[config.mk]
export PLATFORM = sky130hd
export DESIGN_NAME = itof_pipe
export DESIGN_NICKNAME = d
export VERILOG_FILES = /design/src/rtl/fpu_pkg.sv /design/src/rtl/itof_lzc.sv /design/src/rtl/itof_pipe.sv
export SDC_FILE = /design/constraint.sdc
export NUM_CORES = 1
export LEC_CHECK = 0
export ABC_AREA = 1
export BUFFER_PORTS_ARGS = -buffer_cell sky130_fd_sc_hd__clkbuf_2
export CAP_MARGIN = 20
export CELL_PAD_IN_SITES_DETAIL_PLACEMENT = 0
export CELL_PAD_IN_SITES_GLOBAL_PLACEMENT = 1
export CORE_MARGIN = 4
export CORE_UTILIZATION = 35
export CTS_CLUSTER_DIAMETER = 120
export CTS_CLUSTER_SIZE = 14
export DETAILED_ROUTE_END_ITERATION = 8
export GPL_ROUTABILITY_DRIVEN = 1
export PLACE_DENSITY_LB_ADDON = 0.1
export SLEW_MARGIN = 20
export SYNTH_ARGS = -nofsm -noshare
export SYNTH_HDL_FRONTEND = slang
export SYNTH_SLANG_ARGS = --single-unit
[constraint.sdc]
create_clock -name clk -period 3.8 [get_ports clk]
set_input_delay 0.57 -clock clk [delete_from_list [all_inputs] [get_ports clk]]
set_output_delay 0.57 -clock clk [all_outputs]
set_load 0.02 [all_outputs]
[src/rtl/fpu_pkg.sv]
// Shared FP32 constants, rounding-mode encoding and the rounding-increment decision.
package fpu_pkg;

  typedef enum logic [1:0] {
    RNE = 2'd0,
    RTZ = 2'd1,
    RUP = 2'd2
  } rnd_mode_e;

  localparam int unsigned FP32_BIAS   = 127;
  localparam int unsigned FP32_FRAC_W = 23;
  localparam int unsigned FP32_EXP_W  = 8;
  localparam int unsigned FP32_SIG_W  = FP32_FRAC_W + 1;

  // Unlisted code 3 falls into the default arm and so rounds like RNE.
  function automatic logic round_inc(input logic [1:0] mode, input logic lsb,
                                     input logic guard, input logic sticky);
    logic inc;
    case (mode)
      RTZ:     inc = 1'b0;
      RUP:     inc = guard;
      default: inc = guard & (sticky | lsb);
    endcase
    return inc;
  endfunction

endpackage

[src/rtl/itof_lzc.sv]
// Combinational leading-zero counter; cnt_o is meaningless when all_zero_o is set.
module itof_lzc #(
  parameter int unsigned Width = 32,
  localparam int unsigned CntW = (Width > 1) ? $clog2(Width) : 1
) (
  input  logic [Width-1:0] in_i,
  output logic [CntW-1:0]  cnt_o,
  output logic             all_zero_o
);

  // Scan upward so the highest set bit is the last one to write the count.
  always_comb begin
    cnt_o      = '0;
    all_zero_o = 1'b1;
    for (int i = 0; i < Width; i++) begin
      if (in_i[i]) begin
        cnt_o      = CntW'(Width - 1 - i);
        all_zero_o = 1'b0;
      end
    end
  end

endmodule

[src/rtl/itof_pipe.sv]
// Three-stage integer to IEEE-754 binary32 converter with valid/ready flow control.
module itof_pipe
  import fpu_pkg::*;
#(
  parameter int unsigned IN_W  = 32,
  parameter int unsigned TAG_W = 5
) (
  input  logic             clk,
  input  logic             rstn,
  input  logic             in_valid,
  output logic             in_ready,
  input  logic [IN_W-1:0]  adata,
  input  logic             is_unsigned,
  input  logic [1:0]       rnd_mode,
  input  logic             flag_in,
  input  logic [TAG_W-1:0] address_in,
  output logic             out_valid,
  input  logic             out_ready,
  output logic [31:0]      result,
  output logic             inexact,
  output logic             flag_out,
  output logic [TAG_W-1:0] address_out
);

  localparam int unsigned LzcW = $clog2(IN_W);
  localparam int unsigned ExtW = IN_W + FP32_SIG_W;
  localparam int unsigned SumW = FP32_SIG_W + 1;

  logic s1_adv, s2_adv, s3_adv;
  logic s1_valid_q, s2_valid_q;

  // A stage may load when it is empty or its contents move on this cycle.
  assign s3_adv   = ~out_valid | out_ready;
  assign s2_adv   = ~s2_valid_q | s3_adv;
  assign s1_adv   = ~s1_valid_q | s2_adv;
  assign in_ready = s1_adv;

  // ---------------- Stage 1: sign / magnitude ----------------
  logic            sign_d;
  logic [IN_W-1:0] mag_d;

  // Negation wraps at IN_W bits, so the most negative value maps to 2^(IN_W-1).
  always_comb begin
    sign_d = ~is_unsigned & adata[IN_W-1];
    mag_d  = sign_d ? -adata : adata;
  end

  logic             s1_sign_q;
  logic [IN_W-1:0]  s1_mag_q;
  logic [1:0]       s1_rnd_q;
  logic             s1_flag_q;
  logic [TAG_W-1:0] s1_addr_q;

  always_ff @(posedge clk) begin
    if (!rstn) begin
      s1_valid_q <= 1'b0;
    end else if (s1_adv) begin
      s1_valid_q <= in_valid;
    end
  end

  always_ff @(posedge clk) begin
    if (s1_adv && in_valid) begin
      s1_sign_q <= sign_d;
      s1_mag_q  <= mag_d;
      s1_rnd_q  <= rnd_mode;
      s1_flag_q <= flag_in;
      s1_addr_q <= address_in;
    end
  end

  // ---------------- Stage 2: leading-zero count, normalise ----------------
  logic [LzcW-1:0]       lz_cnt;
  logic                  lz_zero;
  logic [IN_W-1:0]       norm_d;
  logic [FP32_EXP_W-1:0] exp_d;

  itof_lzc #(
    .Width (IN_W)
  ) u_lzc (
    .in_i       (s1_mag_q),
    .cnt_o      (lz_cnt),
    .all_zero_o (lz_zero)
  );

  always_comb begin
    norm_d = s1_mag_q << lz_cnt;
    exp_d  = FP32_EXP_W'(FP32_BIAS + IN_W - 1) - FP32_EXP_W'(lz_cnt);
  end

  logic                  s2_sign_q;
  logic                  s2_zero_q;
  logic [IN_W-1:0]       s2_norm_q;
  logic [FP32_EXP_W-1:0] s2_exp_q;
  logic [1:0]            s2_rnd_q;
  logic                  s2_flag_q;
  logic [TAG_W-1:0]      s2_addr_q;

  always_ff @(posedge clk) begin
    if (!rstn) begin
      s2_valid_q <= 1'b0;
    end else if (s2_adv) begin
      s2_valid_q <= s1_valid_q;
    end
  end

  always_ff @(posedge clk) begin
    if (s2_adv && s1_valid_q) begin
      s2_sign_q <= s1_sign_q;
      s2_zero_q <= lz_zero;
      s2_norm_q <= norm_d;
      s2_exp_q  <= exp_d;
      s2_rnd_q  <= s1_rnd_q;
      s2_flag_q <= s1_flag_q;
      s2_addr_q <= s1_addr_q;
    end
  end

  // ---------------- Stage 3: round, renormalise, pack ----------------
  logic [ExtW-1:0]        ext;
  logic [FP32_SIG_W-1:0]  sig;
  logic                   guard, sticky, inc, carry;
  logic [SumW-1:0]        rnd_sig;
  logic [FP32_FRAC_W-1:0] frac;
  logic [FP32_EXP_W-1:0]  exp_fin;
  logic [31:0]            result_d;
  logic                   inexact_d;

  // Right zero-padding lets narrow operands share the same guard/sticky slicing.
  always_comb begin
    ext       = {s2_norm_q, {FP32_SIG_W{1'b0}}};
    sig       = ext[ExtW-1 -: FP32_SIG_W];
    guard     = ext[ExtW-1-FP32_SIG_W];
    sticky    = |ext[ExtW-2-FP32_SIG_W:0];
    inc       = round_inc(s2_rnd_q, sig[0], guard, sticky);
    rnd_sig   = {1'b0, sig} + SumW'(inc);
    carry     = rnd_sig[FP32_SIG_W];
    frac      = carry ? '0 : rnd_sig[FP32_FRAC_W-1:0];
    exp_fin   = s2_exp_q + FP32_EXP_W'(carry);
    result_d  = s2_zero_q ? 32'h0 : {s2_sign_q, exp_fin, frac};
    inexact_d = guard | sticky;
  end

  logic unused_hidden;
  assign unused_hidden = rnd_sig[FP32_FRAC_W];

  always_ff @(posedge clk) begin
    if (!rstn) begin
      out_valid   <= 1'b0;
      result      <= '0;
      inexact     <= 1'b0;
      flag_out    <= 1'b0;
      address_out <= '0;
    end else if (s3_adv) begin
      out_valid <= s2_valid_q;
      if (s2_valid_q) begin
        result      <= result_d;
        inexact     <= inexact_d;
        flag_out    <= s2_flag_q;
        address_out <= s2_addr_q;
      end
    end
  end

endmodule
### Word level (Yosys, flattened, before mapping)

Index checks and enable logic that the tools add are counted.

| cells by class | value |
|---|---|
| add/sub/neg operators | 4 |
| eq/ne operators | 2 |
| shift operators | 1 |
| mux-type cells | 37 |
| bitwise operators | 11 |
| reduce and logical (&&, ||, !) cells | 5 |

Operator list:

| kind | count |
|---|---|
| 2-to-1 mux 5 bit | 32 |
| 2-to-1 mux 32 bit | 2 |
| negation 32 bit | 1 |
| << shifter 32 x 5 -> 32 bit | 1 |
| OR reduction 31 bit | 1 |
| adder 24 x 1 -> 25 bit | 1 |
| 2-to-1 mux 23 bit | 1 |
| adder 8 x 1 -> 8 bit | 1 |
| subtractor 8 x 5 -> 8 bit, first input constant | 1 |
| OR reduction 7 bit | 1 |
| OR 1 bit | 5 |
| NOT 1 bit | 4 |
| AND 1 bit | 2 |
| equality test 2 x 1 -> 1 bit, second input constant | 1 |
| equality test 2 bit, second input constant | 1 |
| logical AND 1 bit | 2 |
| one-hot mux 1 bit (2 select lines) | 1 |
| AND reduction 2 bit | 1 |
| 2-to-1 mux 1 bit | 1 |

| storage, ports and cells | value |
|---|---|
| register bits | 133 |
| bits of input ports | 45 |
| output and inout port bits | 41 |
| word-level logic and storage cells | 79 |

### Longest topological paths before layout

Gate-level depths: netlist (run 1).

| depth | value |
|---|---|
| depth after elaboration | 33 |
| gate-level depth with buffers | 41 |
| gate-level depth less buffers | 40 |

### By module

Synthesis (run 1) repeated with hierarchy kept, for this count alone.

| unflattened totals | value |
|---|---|
| cells, all modules | 1,121 |
| area total of the unflattened synthesis | 8,187.9 µm² |

Modules (own cells, without submodules):

| module | instances | cells an instance | area each (µm²) | sequential area each (µm²) |
|---|---|---|---|---|
| itof_pipe | 1 | 1,015 | 7,746.2 | 3,573.4 |
| itof_lzc | 1 | 106 | 441.7 | 0.0 |

### Least setup slack after synthesis (run 1)

Ideal clock, no wire load.

| timing | value |
|---|---|
| kind | flip-flop to flip-flop |
| start | register s2_rnd_q[1] |
| end | register result[30] |
| setup time | 0.070 ns |
| data arrival time | 3.804 ns |
| required time | 3.730 ns |
| path slack | -0.075 ns |
| stages on the path, launching flop included | 36 |
| path buffers | 0 |
| clock period less this slack | 3.875 ns |
| cell sequence | edfxtp_1 -> ha_1 -> o21ai_0 -> a31oi_1 -> ha_1 -> ha_1 -> nand4_1 -> nor2_1 -> inv_1 -> nor2_2 -> inv_2 -> nor3_2 -> inv_2 -> nor3_2 -> inv_2 -> nor2_2 -> inv_2 -> nor2_4 -> and3_4 -> nand2_2 -> nor2_4 -> nand3_2 -> nor2_2 -> nand2_1 -> nor2_2 -> inv_2 -> nor2_4 -> ha_1 -> nand3_1 -> nor2_1 -> inv_1 -> nor3_1 -> nand2_1 -> xnor2_1 -> nand2_1 -> a21oi_1 |

| between the ends | value |
|---|---|
| word-level cells in the longest chain between the ends | 5 |
| elaborated cells between the ends (all ways) | 6 |
| classes of those cells | add/sub (2); eq/ne (2); mux (2) |

Ends and longest elaborated chain:

| element | line | RTL |
|---|---|---|
| start, declared | itof_pipe.sv:95 | `logic [1:0] s2_rnd_q;` |
| start signal, assigned | itof_pipe.sv:113 | `s2_rnd_q <= s1_rnd_q;` |
| equality test 2 bit or equality test 2 x 1 -> 1 bit (tied branches) | fpu_pkg.sv:19 | `case (mode)` |
| one-hot mux 1 bit (2 select lines) (*) | fpu_pkg.sv:19 |  |
| adder 24 x 1 -> 25 bit (*) | itof_pipe.sv:136 | `rnd_sig = {1'b0, sig} + SumW'(inc);` |
| adder 8 x 1 -> 8 bit (*) | itof_pipe.sv:139 | `exp_fin = s2_exp_q + FP32_EXP_W'(carry);` |
| 2-to-1 mux 32 bit (*) | itof_pipe.sv:140 | `result_d = s2_zero_q ? 32'h0 : {s2_sign_q, exp_fin, frac};` |
| end signal, assigned | itof_pipe.sv:157 | `result <= result_d;` |
| end, declared | itof_pipe.sv:19 | `output logic [31:0] result,` |

Every way passes the cells marked *; elsewhere a longest branch is shown, timed or not.
A chain may end at the register's enable or synchronous reset.

### Worst setup path in the final report (run 1)

| timing | value |
|---|---|
| start | register s2_rnd_q[1] |
| end | register result[29] |

Same word-level chain as after synthesis.

==> results of run 1 <==
-- kinds of logic (layout without fill, tap and decap cells) --
group,after synthesis,in the layout,synth area share [%]
AOI/OAI and AO/OA,87,87,6.08
buffers and inverters,159,292,8.31
DFF,133,133,45.8
adders and majority gates,7,7,1.12
xor gates and xnor gates,35,35,3.93
and+or+nand+nor,601,602,34.8
-- worst max path at each step --
stage,from,end,slack (ns)
after detailed placement,s2_rnd_q[1],result[29],-0.45
after CTS,s2_rnd_q[1],result[30],-0.36
after floorplan,s2_rnd_q[1],result[29],-0.01
after global placement,s2_norm_q[1],result[19],-0.35
after global routing,s2_rnd_q[1],result[30],-0.68
final,s2_rnd_q[1],result[29],-0.38
-- power by group --
part / internal (uW) / switching, uW
clock: 950 / 691
sequential: 1670 / 63.1
combinational: 252 / 500
-- sequential cells by signal (all words and copies together) (netlist names), 2 cells and up --
| signal | count |
|---|---|
| result | 32 |
| s1_mag_q | 32 |
| s2_norm_q | 32 |
| s2_exp_q | 8 |
| address_out | 5 |
| s1_addr_q | 5 |
| s2_addr_q | 5 |
| s1_rnd_q | 2 |
| s2_rnd_q | 2 |
-- synthesized netlist by cell type, types with 2 or more instances --
cell and number:
sky130_fd_sc_hd__nor2_2 5, sky130_fd_sc_hd__nor4_1 7, sky130_fd_sc_hd__nor2_1 100, sky130_fd_sc_hd__buf_6 5, sky130_fd_sc_hd__xor2_1 19, sky130_fd_sc_hd__ha_1 7, sky130_fd_sc_hd__a2bb2oi_1 2, sky130_fd_sc_hd__nand2_1 238
sky130_fd_sc_hd__a31oi_1 5, sky130_fd_sc_hd__nand2_2 5, sky130_fd_sc_hd__nand3b_1 4, sky130_fd_sc_hd__clkbuf_1 24, sky130_fd_sc_hd__nor3_1 19, sky130_fd_sc_hd__o21ai_0 28, sky130_fd_sc_hd__o21ai_1 2, sky130_fd_sc_hd__edfxtp_1 91
sky130_fd_sc_hd__clkinv_1 2, sky130_fd_sc_hd__xnor2_1 16, sky130_fd_sc_hd__dfxtp_1 42, sky130_fd_sc_hd__a21oi_1 43, sky130_fd_sc_hd__nand4_1 6, sky130_fd_sc_hd__inv_1 113, sky130_fd_sc_hd__nor3b_1 3, sky130_fd_sc_hd__inv_2 6
sky130_fd_sc_hd__and3_1 2, sky130_fd_sc_hd__nor3_2 4, sky130_fd_sc_hd__or2_2 3, sky130_fd_sc_hd__o41ai_1 2, sky130_fd_sc_hd__nand3_1 197, sky130_fd_sc_hd__buf_4 2, sky130_fd_sc_hd__buf_1 2, sky130_fd_sc_hd__buf_2 5
sky130_fd_sc_hd__o311ai_0 2, sky130_fd_sc_hd__nor2_4 3
-- timing repair --
| action | in CTS | in global routing |
|---|---|---|
| cloned | 1 | 0 |
| resized for setup | 25 | 15 |
| hold endpoints to repair | 0 | 0 |
| pin swaps | 10 | 13 |
| setup buffers | 24 | 5 |
| endpoints found under the setup margin | 29 | 30 |
-- layout make-up --
| cell class | count | area, um^2 |
|---|---|---|
| fill | 2268 | 12300 |
| multi-input combinational | 731 | 3770 |
| sequential | 133 | 3570 |
| timing repair buffer | 139 | 887 |
| inverter | 121 | 454 |
| clock buffer | 18 | 439 |
| tap | 280 | 350 |
| clock inverter | 14 | 158 |
-- layer usage --
metal,global-route usage (%),vias up
li1,-,3649
met1,21.7,3221
met2,32.3,123
met3,3.00,33
met4,5.86,0
met5,0,-
-- stage by stage --
step                hold slack [ns]  TNS [ns]  std cells  util [%]
finish                        0.316     -1.69       1436      44.0
global route                  0.297     -7.28       1436      44.0
CTS                           0.304     -2.16       1433      43.5
detailed placement            0.405     -7.80       1379      39.6
global placement              0.401     -6.99       1379      39.6
floorplan                     0.400   -0.0259       1022         -
==> load_flow_metrics.sql, run 1 <==
INSERT INTO impl_metrics (metric_group, metric, value, unit) VALUES
('synthesis', 'dominantRegCellSynth', 'sky130_fd_sc_hd__edfxtp_1', ''),
('synthesis', 'synth_fp_nets', '1074', ''),
('timing', 'max_clock_freq', '239', 'MHz'),
('finish', 'design.final.nets', '1195', ''),
('timing', 'clock_skew', '0.0109', 'ns'),
('global_routing', 'vias_in_the_first_global_route', '6886', ''),
('critical_path', 'reg2reg_from', 's2_rnd_q[1]', ''),
('place', 'dp_hpwl', '16.0', 'mm'),
('detailed_routing', 'highest-signal-layer', 'met4', ''),
('place', 'post_place_cell_area', '8670', 'um^2'),
('timing', 'worst_slew_pin_slew', '1.02', 'ns'),
('cts', 'cts_made_buffers', '17', ''),
('finish', 'num_antenna_cells', '0', ''),
('detailed_routing', 'met2RoutedLength', '11.0', 'mm'),
('min_path', 'hold_class', 'in -> reg', ''),
('floorplanning', 'floorplan_core_area', '21900', 'um^2'),
('detailed_routing', 'met1Wirelength', '9.40', 'mm'),
('power_and_ir_drop', 'vdd_drop_max', '0.000272', 'V'),
('synthesis', 'syn-instance-count', '1022', ''),
('synthesis', 'yosysUniqueCellTypes', '42', ''),
('critical_path', 'cp.buffers_inverters', '7', ''),
('cts', 'ctsHtreeMaxLevel', '4', ''),
('timing', 'setup_viol_count_final', '10', ''),
('finish', 'post_route_cells_drive_above_1_share', '20.3', '%'),
('place', 'placement.io_buffers', '85', ''),
('synthesis', 'synth.cell_area', '7800', 'um^2'),
('synthesis', 'postSynth.asyncResetShare', '0', '%'),
('floorplanning', 'die_y', '157', 'um'),
('status', 'run_status', 'finished with violations', ''),
('status', 'violations_in_the_final_reports', 'design-rule violations, negative setup slack', ''),
('synthesis', 'number_of_enable_type_register_cells_in_the_synthesized_netlist', '91', ''),
('power_and_ir_drop', 'power-per-cell-area', '428', 'nW/um^2'),
('critical_path', 'timing_worst_setup_path_type', 'reg -> reg', ''),
('synthesis', 'flip_flop_and_latch_count_after_synthesis', '133', ''),
('cts', 'clk_pin_slew_worst_paths', '0.07', 'ns'),
('cts', 'tritoncts_num_sinks', '133', ''),
('critical_path', 'max_stage_delay', '0.41', 'ns'),
('critical_path', 'cell_with_the_most_instances_on_the_worst_path', 'sky130_fd_sc_hd__inv_2', ''),
('synthesis', 'post_synth_main_area_contributors', 'sky130_fd_sc_hd__edfxtp_1, sky130_fd_sc_hd__nand3_1, sky130_fd_sc_hd__nand2_1, sky130_fd_sc_hd__dfxtp_1, sky130_fd_sc_hd__inv_1', ''),
('min_path', 'whs_path_depth', '1', ''),
('detailed_routing', 'ant_nets', '0', ''),
('detailed_routing', 'post-route-drc-count', '3', ''),
('detailed_routing', 'post_drt_via_cell_ratio', '4.89', ''),
('synthesis', 'yosys_warnings', '0', ''),
('timing', 'finalCritPeriodShare', '110', '%'),
('critical_path', 'end_kind', 'flip-flop', ''),
('global_routing', 'number_of_antenna_violations_at_the_first_check_in_global_routing', '0', ''),
('synthesis', 'synthDominantAreaCellType', 'sky130_fd_sc_hd__edfxtp_1', ''),
('floorplanning', 'initial_utilization', '35.6', '%'),
('timing', 'slew-limit-headroom', '31.7', '%'),
('run', 'max_cap_violations', '0', ''),
('critical_path', 'cp_slowest_cell', 'sky130_fd_sc_hd__edfxtp_1', ''),
('global_routing', 'pin_count_of_the_biggest_net_entering_global_routing', '51', ''),
('global_routing', 'groute.usage.overall', '17.9', '%'),
('power_and_ir_drop', 'leakage', '0.00417', 'uW'),
('detailed_routing', 'met3RoutedLength', '730', 'um'),
('floorplanning', 'fp.dieArea', '24700', 'um^2'),
('global_routing', 'wire_length_of_the_first_global_routing_pass', '35.0', 'mm'),
('min_path', 'hold_start', 'address_in[1]', ''),
('cts', 'cts_tree', 'yes', ''),
('critical_path', 'worstRegToRegCells', '36', ''),
('critical_path', 'cp.depth', '36', ''),
('cts', 'clock_latency', '0.43', 'ns'),
('synthesis', 'yosys.area.top_type_share', '35.0', '%'),
('timing', 'final_critical_path_setup_slack', '-0.378', 'ns'),
('critical_path', 'worst_ep_required_time', '4.15', 'ns'),
('critical_path', 'critPathLaunchType', 'flip-flop', ''),
('critical_path', 'rr_endpoint', 'result[29]', ''),
('timing', 'rsz_0062_raised_after_global_routing', 'true', ''),
('floorplanning', 'dieWidth', '157', 'um'),
('floorplanning', 'design.portCount', '86', '');
Power figures use the tool's default switching activity.
==> run 2: changes to the inputs <==
--- a/config.mk
+++ b/config.mk
@@ -11,12 +11,13 @@
 export CELL_PAD_IN_SITES_DETAIL_PLACEMENT = 0
 export CELL_PAD_IN_SITES_GLOBAL_PLACEMENT = 1
 export CORE_MARGIN = 4
-export CORE_UTILIZATION = 35
+export CORE_UTILIZATION = 40
 export CTS_CLUSTER_DIAMETER = 120
 export CTS_CLUSTER_SIZE = 14
 export DETAILED_ROUTE_END_ITERATION = 8
 export GPL_ROUTABILITY_DRIVEN = 1
 export PLACE_DENSITY_LB_ADDON = 0.1
+export SKIP_CTS_REPAIR_TIMING = 1
 export SLEW_MARGIN = 20
 export SYNTH_ARGS = -nofsm -noshare
 export SYNTH_HDL_FRONTEND = slang
==> run 2 against run 1 <==
Compared with the run above:
- the run ends with negative setup slack left
- critical path depth is the same
- global-route usage is 1.2 points higher
- die area decreased by 12%
- critical path type unchanged
- largest power group unchanged
==> load_flow_metrics.sql, run 2 (synthesis results as in run 1) <==
INSERT INTO impl_metrics (metric_group, metric, value, unit) VALUES
('critical_path', 'critPathLaunchType', 'flip-flop', ''),
('critical_path', 'end_kind', 'flip-flop', ''),
('floorplanning', 'floorplan_core_area', '19000', 'um^2'),
('timing', 'report.final.hold_viol_count', '0', ''),
('place', 'post_place_cell_area', '8620', 'um^2'),
('global_routing', 'wire_length_of_the_first_global_routing_pass', '33.4', 'mm'),
('critical_path', 'timing_worst_setup_path_type', 'reg -> reg', ''),
('critical_path', 'cp_slowest_cell', 'sky130_fd_sc_hd__edfxtp_1', ''),
('timing', 'slew-limit-headroom', '32.2', '%'),
('detailed_routing', 'route.detailed.wl_per_inst', '14.7', 'um'),
('finish', 'synthToLayoutAreaGrowth', '19.4', '%'),
('global_routing', 'groute.usage.overall', '19.1', '%'),
('cts', 'clock_latency', '0.43', 'ns'),
('timing', 'drv_slew', '0', ''),
('cts', 'tritoncts_num_sinks', '133', ''),
('power_and_ir_drop', 'clock_group_share_of_total_power', '38.9', '%'),
('global_routing', 'number_of_antenna_violations_at_the_first_check_in_global_routing', '0', ''),
('cts', 'clk_pin_slew_worst_paths', '0.07', 'ns'),
('power_and_ir_drop', 'power-per-cell-area', '433', 'nW/um^2'),
('detailed_routing', 'wl', '20.4', 'mm'),
('cts', 'cts.path.max_buffers', '2', ''),
('power_and_ir_drop', 'share_seq_of_total_power', '42.9', '%'),
('detailed_routing', 'post_drt_via_cell_ratio', '4.98', ''),
('status', 'violations_in_the_final_reports', 'negative setup slack', ''),
('critical_path', 'cp.buffers_inverters', '8', ''),
('timing', 'final_critical_path_setup_slack', '-0.466', 'ns'),
('floorplanning', 'die_y', '148', 'um'),
('power_and_ir_drop', 'leakage', '0.00403', 'uW'),
('global_routing', 'gr-total-overflow', '0', ''),
('place', 'place.gp.congestion', '0.873', ''),
('run', 'max_cap_violations', '0', ''),
('power_and_ir_drop', 'intPower', '2780', 'uW'),
('critical_path', 'worst-path-max-fanout', '3', ''),
('global_routing', 'pin_count_of_the_biggest_net_entering_global_routing', '51', ''),
('timing', 'fin_tns_setup', '-2.90', 'ns'),
('finish', 'num_antenna_cells', '0', ''),
('place', 'placement.io_buffers', '85', ''),
('finish', 'final.fill_count', '1956', ''),
('global_routing', 'grt_util_met1', '23.8', '%'),
('global_routing', 'grt_util_met2', '33.1', '%'),
('power_and_ir_drop', 'p_total', '4030', 'uW'),
('timing', 'setup_viol_count_final', '23', ''),
('timing', 'clock_skew', '0.0140', 'ns'),
('detailed_routing', 'ant_nets', '0', ''),
('critical_path', 'worst_ep_required_time', '4.14', 'ns'),
('cts', 'ctsHtreeMaxLevel', '4', ''),
('status', 'run_status', 'finished with violations', ''),
('min_path', 'hold_class', 'in -> reg', ''),
('global_routing', 'grt_util_met3', '3.46', '%'),
('detailed_routing', 'via_count', '6922', ''),
('floorplanning', 'initial_utilization', '41.2', '%'),
('timing', 'rsz_0062_raised_after_global_routing', 'true', ''),
('floorplanning', 'fp.dieArea', '21800', 'um^2'),
('finish', 'post_route_cells_drive_above_1_share', '17.9', '%'),
('finish', 'largestRegisters', 'result x32, s1_mag_q x32, s2_norm_q x32', ''),
('place', 'dp_hpwl', '15.2', 'mm'),
('detailed_routing', 'drt_first_pass_iters', '5', ''),
('power_and_ir_drop', 'power_switching', '1260', 'uW'),
('cts', 'cts_made_buffers', '17', ''),
('global_routing', 'vias_in_the_first_global_route', '6598', ''),
('timing', 'worst_slew_pin_slew', '1.02', 'ns'),
('floorplanning', 'dieWidth', '148', 'um'),
('floorplanning', 'std_cell_rows', '50', ''),
('timing', 'max_clock_freq', '234', 'MHz'),
('global_routing', 'globalRoute.busiestLayer', 'met2', ''),
('timing', 'finalCritPeriodShare', '112', '%'),
('finish', 'fin_area', '9320', 'um^2'),
('critical_path', 'cp_top_family', 'simple AND/OR/NAND/NOR gates', ''),
('floorplanning', 'design.portCount', '86', ''),
('finish', 'layout.cells.most_common_list', 'sky130_fd_sc_hd__nand2_1, sky130_fd_sc_hd__nand3_1, sky130_fd_sc_hd__inv_1', ''),
('timing', 'hold_slack', '0.310', 'ns'),
('cts', 'cts_tree', 'yes', ''),
('detailed_routing', 'post-route-drc-count', '0', ''),
('timing', 'layout_min_cycle_time', '4.27', 'ns'),
('finish', 'layout_commonest_cell', 'sky130_fd_sc_hd__nand2_1', ''),
('critical_path', 'timing.critical_path.arrival', '4.60', 'ns'),
('critical_path', 'max_stage_delay', '0.42', 'ns'),
('critical_path', 'cell_with_the_most_instances_on_the_worst_path', 'sky130_fd_sc_hd__inv_2', ''),
('cts', 'ctsRootBufferMaster', 'sky130_fd_sc_hd__clkbuf_16', ''),
('power_and_ir_drop', 'comb_power_share', '18.2', '%'),
('finish', 'design.final.nets', '1170', ''),
('detailed_routing', 'drt_first_iter_violations', '398', ''),
('power_and_ir_drop', 'p_sw_share', '31.2', '%'),
('power_and_ir_drop', 'vdd_drop_max', '0.000334', 'V');
## run 2: cell type report
type / count / area (um^2) / share of cell area, %
inverter: 121 / 454 / 4.87
clock inverter: 15 / 139 / 1.49
tap: 260 / 325 / 3.49
timing repair buffer: 115 / 693 / 7.44
sequential: 133 / 3570 / 38.4
clock buffer: 17 / 425 / 4.57
multi-input combinational: 730 / 3710 / 39.8
## run 2: path summary, 6_finish.rpt
check / to / cells past startpoint / slack [ns] / start
setup reg to reg: result[30] / 36 / -0.47 / s2_rnd_q[1]
hold reg to reg: s2_sign_q / 0 / 0.42 / s1_sign_q
setup / recovery: result[30] / 36 / -0.47 / s2_rnd_q[1]
hold / removal: s1_flag_q / 1 / 0.31 / flag_in
## run 2: per-stage QoR
step                std cells  utilization [%]  setup slack (ns)
floorplan                1022                -           -0.0144
global route             1391             49.2            -0.802
finish                   1391             49.2            -0.466
global placement         1355             45.5            -0.332
detailed placement       1355             45.5            -0.472
CTS                      1387             48.5            -0.541
## run 2: layer usage
layer	routed length, um	share of wire, %	vias to the layer above
met5	0	0	-
met4	484	2.4	0
met3	802	3.9	35
met2	10300	50	156
met1	8840	43	3126
li1	-	-	3605
## run 2: power by group through the flow
stage	clock, uW	sequential, uW	combinational [uW]
6_report	1570	1730	734
5_1_grt	1660	1740	835
2_1_floorplan	0	1760	501
4_1_cts	1600	1730	728
3_5_place_dp	0	1760	724
3_3_place_gp	0	1760	725
